File: config.mk
export PLATFORM = sky130hd
export DESIGN_NAME = mul_div_unit_flat
export DESIGN_NICKNAME = d
export VERILOG_FILES = /design/src/rtl/mdu_pkg.sv /design/src/rtl/mul_div_unit_if.sv /design/src/rtl/mdu_div_step.sv /design/src/rtl/mul_div_unit.sv /design/src/flat_wrapper.sv
export SDC_FILE = /design/constraint.sdc
export NUM_CORES = 1
export LEC_CHECK = 0
export CELL_PAD_IN_SITES_DETAIL_PLACEMENT = 1
export CELL_PAD_IN_SITES_GLOBAL_PLACEMENT = 1
export CORE_MARGIN = 2
export CORE_UTILIZATION = 40
export CTS_CLUSTER_DIAMETER = 150
export DETAILED_ROUTE_END_ITERATION = 12
export PLACE_DENSITY_LB_ADDON = 0.1
export SLEW_MARGIN = 40
export SYNTH_ARGS = -nofsm -noshare
export SYNTH_HDL_FRONTEND = slang
export SYNTH_SLANG_ARGS = --single-unit
export TNS_END_PERCENT = 5
File: constraint.sdc
create_clock -name Clk -period 3.4 [get_ports Clk]
set_input_delay 1.02 -clock Clk [delete_from_list [all_inputs] [get_ports Clk]]
set_output_delay 1.02 -clock Clk [all_outputs]
set_load 0.05 [all_outputs]
File: src/rtl/mdu_pkg.sv
// Shared constants and types for the iterative multiply/divide unit:
// opcode and FSM encodings, iteration count and the divide-by-zero quotient.
package mdu_pkg;

  localparam int MDU_WIDTH = 32;
  localparam int ITER      = 32;

  localparam logic [MDU_WIDTH-1:0] DIV0_QUOT = 32'hFFFF_FFFF;

  typedef enum logic [1:0] {
    OP_MULT  = 2'b00,
    OP_MULTU = 2'b01,
    OP_DIV   = 2'b10,
    OP_DIVU  = 2'b11
  } op_e;

  typedef enum logic [1:0] {
    ST_IDLE,
    ST_RUN,
    ST_FIX
  } state_e;

endpackage

File: src/rtl/mul_div_unit_if.sv
// Operand/result bundle between the register-file side of the core and the MDU.
// The master side launches operations and MTHI/MTLO writes; the slave side is the MDU.
interface mul_div_unit_if #(
  parameter int WIDTH = 32
);

  logic             Start;
  logic [1:0]       Op;
  logic [WIDTH-1:0] A;
  logic [WIDTH-1:0] B;
  logic             HiWE;
  logic             LoWE;
  logic             Busy;
  logic             Done;
  logic [WIDTH-1:0] Hi;
  logic [WIDTH-1:0] Lo;

  modport master (
    output Start, Op, A, B, HiWE, LoWE,
    input  Busy, Done, Hi, Lo
  );

  modport slave (
    input  Start, Op, A, B, HiWE, LoWE,
    output Busy, Done, Hi, Lo
  );

endinterface

File: src/rtl/mdu_div_step.sv
// One combinational restoring-division step: shift the next dividend bit into the
// partial remainder, subtract the divisor when it fits and emit the quotient bit.
module mdu_div_step #(
  parameter int WIDTH = 32
) (
  input  logic [WIDTH-1:0] rem_i,
  input  logic             bit_i,
  input  logic [WIDTH-1:0] div_i,
  output logic [WIDTH-1:0] rem_o,
  output logic             qbit_o
);

  logic [WIDTH:0] shifted;
  logic [WIDTH:0] diff;

  // The incoming remainder is always below the divisor, so a successful
  // subtraction leaves a result that fits back into WIDTH bits.
  always_comb begin
    shifted = {rem_i, bit_i};
    diff    = shifted - {1'b0, div_i};
    qbit_o  = ~diff[WIDTH];
    rem_o   = qbit_o ? diff[WIDTH-1:0] : shifted[WIDTH-1:0];
  end

endmodule

File: src/rtl/mul_div_unit.sv
// Iterative MULT/MULTU/DIV/DIVU unit holding HI/LO for MFHI/MFLO and MTHI/MTLO.
// Define MDU_FAST_MUL_EN to complete multiplies in a single cycle; divides stay iterative.
module mul_div_unit
  import mdu_pkg::*;
#(
  parameter int WIDTH = MDU_WIDTH
) (
  input logic           Clk,
  input logic           Reset,
  mul_div_unit_if.slave bus
);

  localparam int CW = $clog2(ITER);

  state_e             state_q;
  logic [CW-1:0]      cnt_q;
  logic [2*WIDTH-1:0] acc_q;
  logic [WIDTH-1:0]   opnd_q;
  logic [WIDTH-1:0]   aRaw_q;
  logic               isDiv_q;
  logic               negA_q;
  logic               negRes_q;
  logic               divZero_q;
  logic               busy_q;
  logic               done_q;
  logic               pend_q;
  logic [WIDTH-1:0]   resHi_q;
  logic [WIDTH-1:0]   resLo_q;
  logic [WIDTH-1:0]   hi_q;
  logic [WIDTH-1:0]   lo_q;

  logic               isSigned;
  logic               isDiv;
  logic               aNeg;
  logic               bNeg;
  logic               canAccept;
  logic               fastHit;
  logic [WIDTH-1:0]   aMag;
  logic [WIDTH-1:0]   bMag;
  logic [WIDTH:0]     mSum;
  logic [2*WIDTH-1:0] multNext;
  logic [2*WIDTH-1:0] divNext;
  logic [2*WIDTH-1:0] prodFix;
  logic [2*WIDTH-1:0] fastProd;
  logic [WIDTH-1:0]   remNext;
  logic               qBit;

  // Accepting work also requires the result write-back of the previous
  // operation to have retired, so Busy covers the cycle after FIX.
  always_comb begin
    isSigned  = ~bus.Op[0];
    isDiv     = bus.Op[1];
    aNeg      = isSigned & bus.A[WIDTH-1];
    bNeg      = isSigned & bus.B[WIDTH-1];
    aMag      = aNeg ? -bus.A : bus.A;
    bMag      = bNeg ? -bus.B : bus.B;
    canAccept = (state_q == ST_IDLE) && !busy_q && !pend_q;
  end

`ifdef MDU_FAST_MUL_EN
  logic [2*WIDTH-1:0] aExt;
  logic [2*WIDTH-1:0] bExt;

  always_comb begin
    aExt     = {{WIDTH{aNeg}}, bus.A};
    bExt     = {{WIDTH{bNeg}}, bus.B};
    fastProd = aExt * bExt;
    fastHit  = ~isDiv;
  end
`else
  always_comb begin
    fastProd = '0;
    fastHit  = 1'b0;
  end
`endif

  // Multiply: LSB of the low half is the current multiplier bit; the product
  // shifts in from the top as the multiplier shifts out at the bottom.
  always_comb begin
    mSum     = {1'b0, acc_q[2*WIDTH-1:WIDTH]} + (acc_q[0] ? {1'b0, opnd_q} : '0);
    multNext = {mSum, acc_q[WIDTH-1:1]};
    divNext  = {remNext, acc_q[WIDTH-2:0], qBit};
    prodFix  = negRes_q ? -acc_q : acc_q;
  end

  mdu_div_step #(
    .WIDTH (WIDTH)
  ) u_div_step (
    .rem_i  (acc_q[2*WIDTH-1:WIDTH]),
    .bit_i  (acc_q[WIDTH-1]),
    .div_i  (opnd_q),
    .rem_o  (remNext),
    .qbit_o (qBit)
  );

  always_ff @(posedge Clk) begin
    if (Reset) begin
      state_q   <= ST_IDLE;
      cnt_q     <= '0;
      acc_q     <= '0;
      opnd_q    <= '0;
      aRaw_q    <= '0;
      isDiv_q   <= 1'b0;
      negA_q    <= 1'b0;
      negRes_q  <= 1'b0;
      divZero_q <= 1'b0;
      busy_q    <= 1'b0;
      done_q    <= 1'b0;
      pend_q    <= 1'b0;
      resHi_q   <= '0;
      resLo_q   <= '0;
      hi_q      <= '0;
      lo_q      <= '0;
    end else begin
      busy_q <= (state_q != ST_IDLE);
      done_q <= 1'b0;
      pend_q <= 1'b0;

      if (pend_q) begin
        hi_q   <= resHi_q;
        lo_q   <= resLo_q;
        done_q <= 1'b1;
      end

      unique case (state_q)
        ST_IDLE: begin
          if (canAccept && bus.Start) begin
            if (fastHit) begin
              {resHi_q, resLo_q} <= fastProd;
              pend_q             <= 1'b1;
            end else begin
              state_q   <= ST_RUN;
              cnt_q     <= '0;
              isDiv_q   <= isDiv;
              negA_q    <= aNeg;
              negRes_q  <= aNeg ^ bNeg;
              divZero_q <= (bus.B == '0);
              aRaw_q    <= bus.A;
              opnd_q    <= isDiv ? bMag : aMag;
              acc_q     <= {{WIDTH{1'b0}}, (isDiv ? aMag : bMag)};
            end
          end else if (canAccept) begin
            if (bus.HiWE) hi_q <= bus.A;
            if (bus.LoWE) lo_q <= bus.A;
          end
        end

        ST_RUN: begin
          acc_q <= isDiv_q ? divNext : multNext;
          cnt_q <= cnt_q + 1'b1;
          if (cnt_q == CW'(ITER - 1)) state_q <= ST_FIX;
        end

        ST_FIX: begin
          if (!isDiv_q) begin
            {resHi_q, resLo_q} <= prodFix;
          end else if (divZero_q) begin
            resHi_q <= aRaw_q;
            resLo_q <= WIDTH'(DIV0_QUOT);
          end else begin
            resHi_q <= negA_q ? -acc_q[2*WIDTH-1:WIDTH] : acc_q[2*WIDTH-1:WIDTH];
            resLo_q <= negRes_q ? -acc_q[WIDTH-1:0] : acc_q[WIDTH-1:0];
          end
          pend_q  <= 1'b1;
          state_q <= ST_IDLE;
        end

        default: state_q <= ST_IDLE;
      endcase
    end
  end

  assign bus.Busy = busy_q;
  assign bus.Done = done_q;
  assign bus.Hi   = hi_q;
  assign bus.Lo   = lo_q;

endmodule

File: src/flat_wrapper.sv
// flat-port wrapper written by rule: the top's interface ports become plain ports
module mul_div_unit_flat import mdu_pkg::*;
#(
  parameter int WIDTH = MDU_WIDTH
)
  (Clk, Reset, bus_Start, bus_Op, bus_A, bus_B, bus_HiWE, bus_LoWE, bus_Busy, bus_Done, bus_Hi, bus_Lo);
  mul_div_unit_if #(.WIDTH(WIDTH)) bus_i ();
  input logic Clk;
  input logic Reset;
  input wire logic [$bits(bus_i.Start)-1:0] bus_Start;
  input wire logic [$bits(bus_i.Op)-1:0] bus_Op;
  input wire logic [$bits(bus_i.A)-1:0] bus_A;
  input wire logic [$bits(bus_i.B)-1:0] bus_B;
  input wire logic [$bits(bus_i.HiWE)-1:0] bus_HiWE;
  input wire logic [$bits(bus_i.LoWE)-1:0] bus_LoWE;
  output wire logic [$bits(bus_i.Busy)-1:0] bus_Busy;
  output wire logic [$bits(bus_i.Done)-1:0] bus_Done;
  output wire logic [$bits(bus_i.Hi)-1:0] bus_Hi;
  output wire logic [$bits(bus_i.Lo)-1:0] bus_Lo;
  assign bus_i.Start = bus_Start;
  assign bus_i.Op = bus_Op;
  assign bus_i.A = bus_A;
  assign bus_i.B = bus_B;
  assign bus_i.HiWE = bus_HiWE;
  assign bus_i.LoWE = bus_LoWE;
  assign bus_Busy = bus_i.Busy;
  assign bus_Done = bus_i.Done;
  assign bus_Hi = bus_i.Hi;
  assign bus_Lo = bus_i.Lo;
  mul_div_unit #(.WIDTH(WIDTH)) u_core (.Clk(Clk), .Reset(Reset), .bus(bus_i));
endmodule
After elaboration in Yosys (flattened, before gate mapping)
Index checks and enable logic that the tools add are counted.
- register bits: 270
- input bits: 71
- add/subtract/negate cells: 8
- eq/ne operators: 5
- mux-type cells: 33
- bitwise logic cells: 5
- reduce and logical (&&, ||, !) cells: 12
- operators by type and width (operator ; count):
    32-bit two-way mux ; 22
    64-bit two-way mux ; 3
    32-bit negator ; 4
    64-bit one-hot mux with 2 select lines ; 1
    64-bit negator ; 1
    32-bit by 33-bit adder with 33-bit output ; 1
    33-bit by 32-bit subtractor with 33-bit output ; 1
    32-bit logical NOT ; 1
    5-bit one-hot mux with 2 select lines ; 1
    2-bit AND reduction ; 3
    5-bit by 1-bit adder with 5-bit output, second input constant ; 1
    5-bit == test, second input constant ; 1
    5-bit two-way mux ; 1
    2-bit two-way mux ; 2
    2-bit one-hot mux with 2 select lines ; 1
    2-bit nonzero test ; 2
    1-bit logical AND ; 3
    1-bit AND ; 2
    2-bit by 1-bit == test with 1-bit output, second input constant ; 1
    2-bit == test, second input constant ; 1
    1-bit logical NOT ; 2
    2-bit logical NOT ; 1
    1-bit two-way mux ; 2
    2-bit by 1-bit != test with 1-bit output, second input constant ; 1
    3 further kinds ; 4

Logic depth before layout (Yosys ltp)
- word-level depth: 6
- mapped depth: 14
- mapped depth without buffers: 13

Cells and area by module
A second synthesis with hierarchy kept.
- cells, all modules: 2581
- area, all modules: 19860.3 µm²
- modules (own cells, without submodules) (module ; instances ; cells an instance ; area an instance (µm²) ; sequential area each (µm²)):
    mul_div_unit ; 1 ; 2276 ; 17501.8 ; 5405.2
    mdu_div_step ; 1 ; 305 ; 2358.5 ; 0.0

Worst setup path after synthesis
No wires, ideal clock.
- path type: input -> register
- start point: input bus_A[6]
- end point: register u_core.acc_q[30]
- setup time: 0.095 ns
- arrival: 3.234 ns
- path slack: 0.070 ns
- cell stages on the path: 10
- buffers on the path: 1
- path through: clkbuf_1 -> or4_1 -> nor4_1 -> nand3_1 -> o21ai_0 -> o21ai_1 -> xnor2_1 -> mux2i_1 -> nand2_1 -> a221oi_1
- cells in the longest elaborated chain, start to end: 5
- ends and longest elaborated chain (item ; line ; RTL):
    start, declared ; flat_wrapper.sv:12 ; input wire logic [$bits(bus_i.A)-1:0] bus_A;
    32-bit negator ; mul_div_unit.sv:55 ; aMag = aNeg ? -bus.A : bus.A;
    32-bit two-way mux ; mul_div_unit.sv:55 ;
    32-bit two-way mux ; mul_div_unit.sv:140 ; acc_q <= {{WIDTH{1'b0}}, (isDiv ? aMag : bMag)};
    64-bit two-way mux ; mul_div_unit.sv:127 ; if (canAccept && bus.Start) begin
    64-bit one-hot mux with 2 select lines ; mul_div_unit.sv:125 ; unique case (state_q)
    end signal, assigned ; mul_div_unit.sv:140 ;
    end signal, assigned ; mul_div_unit.sv:149 ; acc_q <= isDiv_q ? divNext : multNext;
    end, declared ; mul_div_unit.sv:17 ; logic [2*WIDTH-1:0] acc_q;
No other way between the ends. The select of a mux whose other input is x is not followed.
A chain may end at the register's enable or synchronous reset.

Worst setup path in the final report
- start point: register u_core.acc_q[31]
- end point: register u_core.acc_q[36]
- cells in the longest elaborated chain, start to end: 4
- ends and longest elaborated chain (item ; line ; RTL):
    33-bit by 32-bit subtractor with 33-bit output ; mdu_div_step.sv:20 ; diff = shifted - {1'b0, div_i};
    32-bit two-way mux ; mdu_div_step.sv:22 ; rem_o = qbit_o ? diff[WIDTH-1:0] : shifted[WIDTH-1:0];
    64-bit two-way mux ; mul_div_unit.sv:149 ;
    64-bit one-hot mux with 2 select lines ; mul_div_unit.sv:125 ;
No other way between the ends.

==> impl_metrics.ini <==
[outcome]
status = complete, no violations

[power]
power_density_mw_per_mm2 = 461.7
p_leak_nw = 9.261
total_power_mw = 11.10
peakVddDrop_uv = 283.7

[sta]
clock_skew_ns = 0.01991
achievable-frequency_ghz = 0.3023
tightest_slew_ns = 0.8443
whs_ns = 0.4558
finalHoldViolations = 0
finalCritPeriodShare_pct = 97.30
slew_viol_final = 0
fin_tns_setup_ns = 0
rsz0062_at_grt = yes
period_minus_slack_ns = 3.308
slew-limit-headroom_pct = 43.72
setup_violations = 0
timing.final.ws_setup_ns = 0.09177

[critical_path]
r2r_end = u_core.acc_q[36]$_SDFFE_PP0P_
cp_slowest_cell = fa_1
cpMostUsedCell = buf_4
worstSetupStartpointType = flip-flop
cp.required_ns = 3.79
worst_setup_path_end_kind = flip-flop
r2r_start = u_core.acc_q[31]$_SDFFE_PP0P_
crit_chain = inv_1 -> ha_1 -> fa_1 -> nand2b_4 -> a21oi_4 -> buf_4 -> o21ai_4 -> buf_4 -> a21oi_1 -> buf_4 -> o31a_1 -> o21ai_4 -> buf_12 -> mux2_2 -> a21oi_1 -> nor3_1
cp_max_fo = 13
reg2reg_slack_ns = 0.09
rr_worst_depth = 16
critPathKind = flip-flop to flip-flop
crit_arrival_ns = 3.70
slowest_delay_ns = 0.40

[place]
dp.cells = 3310
place_area_mm2 = 0.02255
hpwlAfterDp_mm = 62.90
preCtsSetupSlack_ns = -0.5788
numPortBuffers = 136
gp_congestion = 0.9424

[clock_network]
numClockSinks = 270
htree_levels = 2
clk_latency_ns = 0.56
cts_buffer_depth = 3
clk_pin_slew_ns = 0.06
cts_tree = yes
cts_buffers = 36
root_buffer = clkbuf_16

[min_path]
hold_depth = 2
min_from = u_core.resHi_q[23]$_SDFFE_PP0P_
hold_end = u_core.resHi_q[23]$_SDFFE_PP0P_
hold_path.class = flip-flop to flip-flop

[yosys]
avgSynthCellArea_um2 = 7.649
syn-num-nets = 2636
yosys-top-cells-count = nand2_1 (284), dfxtp_1 (270), nor2_1 (264)
synthFlopType = dfxtp_1
synth.area.top_cells = dfxtp_1 (28%), mux2i_1 (7.0%), nand2_1 (5.6%)
synth_cells = 2493
synth_most_common_cell = nand2_1
yosys_warnings = 0
ys_ff_latch = 270
synth_cell_types = 84
synth_area_mm2 = 0.01907
ys_async_sr_fraction_pct = 0
ys_seq_area_share_pct = 28.35
synth_enable_flop_cells = 0
synth_top_cell_area_share_pct = 28.35
yosysTopAreaCell = dfxtp_1

[drt]
drt_iter0_drc = 1508
drtAntennaViolNets = 0
route.detailed.drc = 0
dr.pass1.iters = 7
wire_per_inst_um = 24.82
wirelength_mm = 83.84
num_vias = 20272
vias_per_cell = 6.001

[floorplan]
die_height_um = 222.3
num_rows = 80
die_w_um = 222.3
core-area_mm2 = 0.04735
initial_core_util_pct = 40.27
die_area_mm2 = 0.04943
pin_count = 137

[final_layout]
design_area_mm2 = 0.02404
final_cells = 3378
fillCellCount = 5804
area_delta_synth_final_pct = 26.07
utilization_pct = 50.77
num_antenna_cells = 0
nets = 2881
drive_gt1_share_pct = 15.09

[global_route]
grt-ovfl-total = 0
grt_use_total_pct = 33.08
grt_max_degree = 178
grt_pass1_wl_mm = 126.1
grt_pass1_vias = 20182
antenna_found_initial = 3

[job]
max_cap_violations = 0
## per-layer routing
layer	vias up	track usage, %	wire [µm]	share of wire, %
li1	9462	-	-	-
met1	10049	45.74	38360	46
met2	631	52.93	37290	44
met3	128	4.576	5210	6.2
met4	2	11.15	2962	3.5
met5	-	0	18	0.021
## where the power goes
group | switching (mW) | total, mW | internal (mW)
Clock | 1.61 | 4.07 | 2.46
Sequential | 0.170 | 3.51 | 3.34
Combinational | 2.13 | 3.52 | 1.39
## placed cells by master, fill, tap and decap left out, types with 33 or more instances in the layout
cell,instances
a211oi_1,140
a21o_1,33
a21oi_1,205
buf_4,273
clkbuf_16,38
clkdlybuf4s50_1,133
dfxtp_1,264
ha_1,69
inv_1,62
mux2i_1,134
nand2_1,280
nand3_1,43
nor2_1,261
o211ai_1,56
o21ai_0,115
xnor2_1,98
xor2_1,94
## state kept, by name, summed over array words and instances (netlist names)
name and cells:
u_core.resHi_q 32, u_core.isDiv_q 1, u_core.resLo_q 32, u_core.bus.Hi 32
u_core.pend_q 1, u_core.cnt_q 5, u_core.divZero_q 1, u_core.aRaw_q 32
u_core.negRes_q 1, u_core.bus.Lo 32, u_core.acc_q 64, u_core.opnd_q 32
u_core.negA_q 1, u_core.bus.Done 1, u_core.state_q 2, u_core.bus.Busy 1
## what timing repair did
action                                  CTS  global route
setup buffers                             1             3
pin swaps                                 4             6
resized for setup                        17            27
hold buffers                              0             0
endpoints found under the setup margin   38            34
## worst max-delay path, delay by kind of cell (launching register included)
kind                       cells  cell delay, ns
muxes                          1            0.28
DFF                            1            0.33
AOI/OAI and AO/OA              6            0.87
and+or+nand+nor                2            0.26
adders and majority gates      2            0.65
buffers and inverters          5            0.73
## worst max path at each step
stage	start	endpoint	slack, ns	cells past startpoint
global placement	bus_A[18]	u_core.opnd_q[28]$_SDFFE_PP0P_	-0.59	11
finish	u_core.acc_q[31]$_SDFFE_PP0P_	u_core.acc_q[36]$_SDFFE_PP0P_	0.09	16
floorplan	bus_A[6]	u_core.acc_q[30]$_SDFFE_PP0P_	0.07	10
CTS	u_core.acc_q[0]$_SDFFE_PP0P_	u_core.acc_q[61]$_SDFFE_PP0P_	0.004	13
detailed placement	bus_A[18]	u_core.acc_q[29]$_SDFFE_PP0P_	-0.58	12
global route	u_core.acc_q[31]$_SDFFE_PP0P_	u_core.acc_q[54]$_SDFFE_PP0P_	-0.05	16
## logic make-up (layout without fill, tap and decap cells)
group,Yosys count,after routing,synth area share (%)
mux,137,137,7.211
compound gates,751,751,25.95
fa+ha+maj,72,72,4.803
simple gates,795,795,19.15
flops,270,270,28.35
xor+xnor,192,192,8.819
buf+inv,276,546,5.715
## layout make-up
cell class | count | area, µm² | area share, %
Clock inverter | 15 | 200.2 | 0.8328
Inverter | 65 | 244.0 | 1.015
Clock buffer | 48 | 1039 | 4.320
Timing Repair Buffer | 418 | 3571 | 14.85
Sequential cell | 270 | 5418 | 22.54
Tap cell | 615 | 769.5 | 3.201
Multi-Input combinational cell | 1947 | 12800 | 53.24
Power figures use the tool's default switching activity.
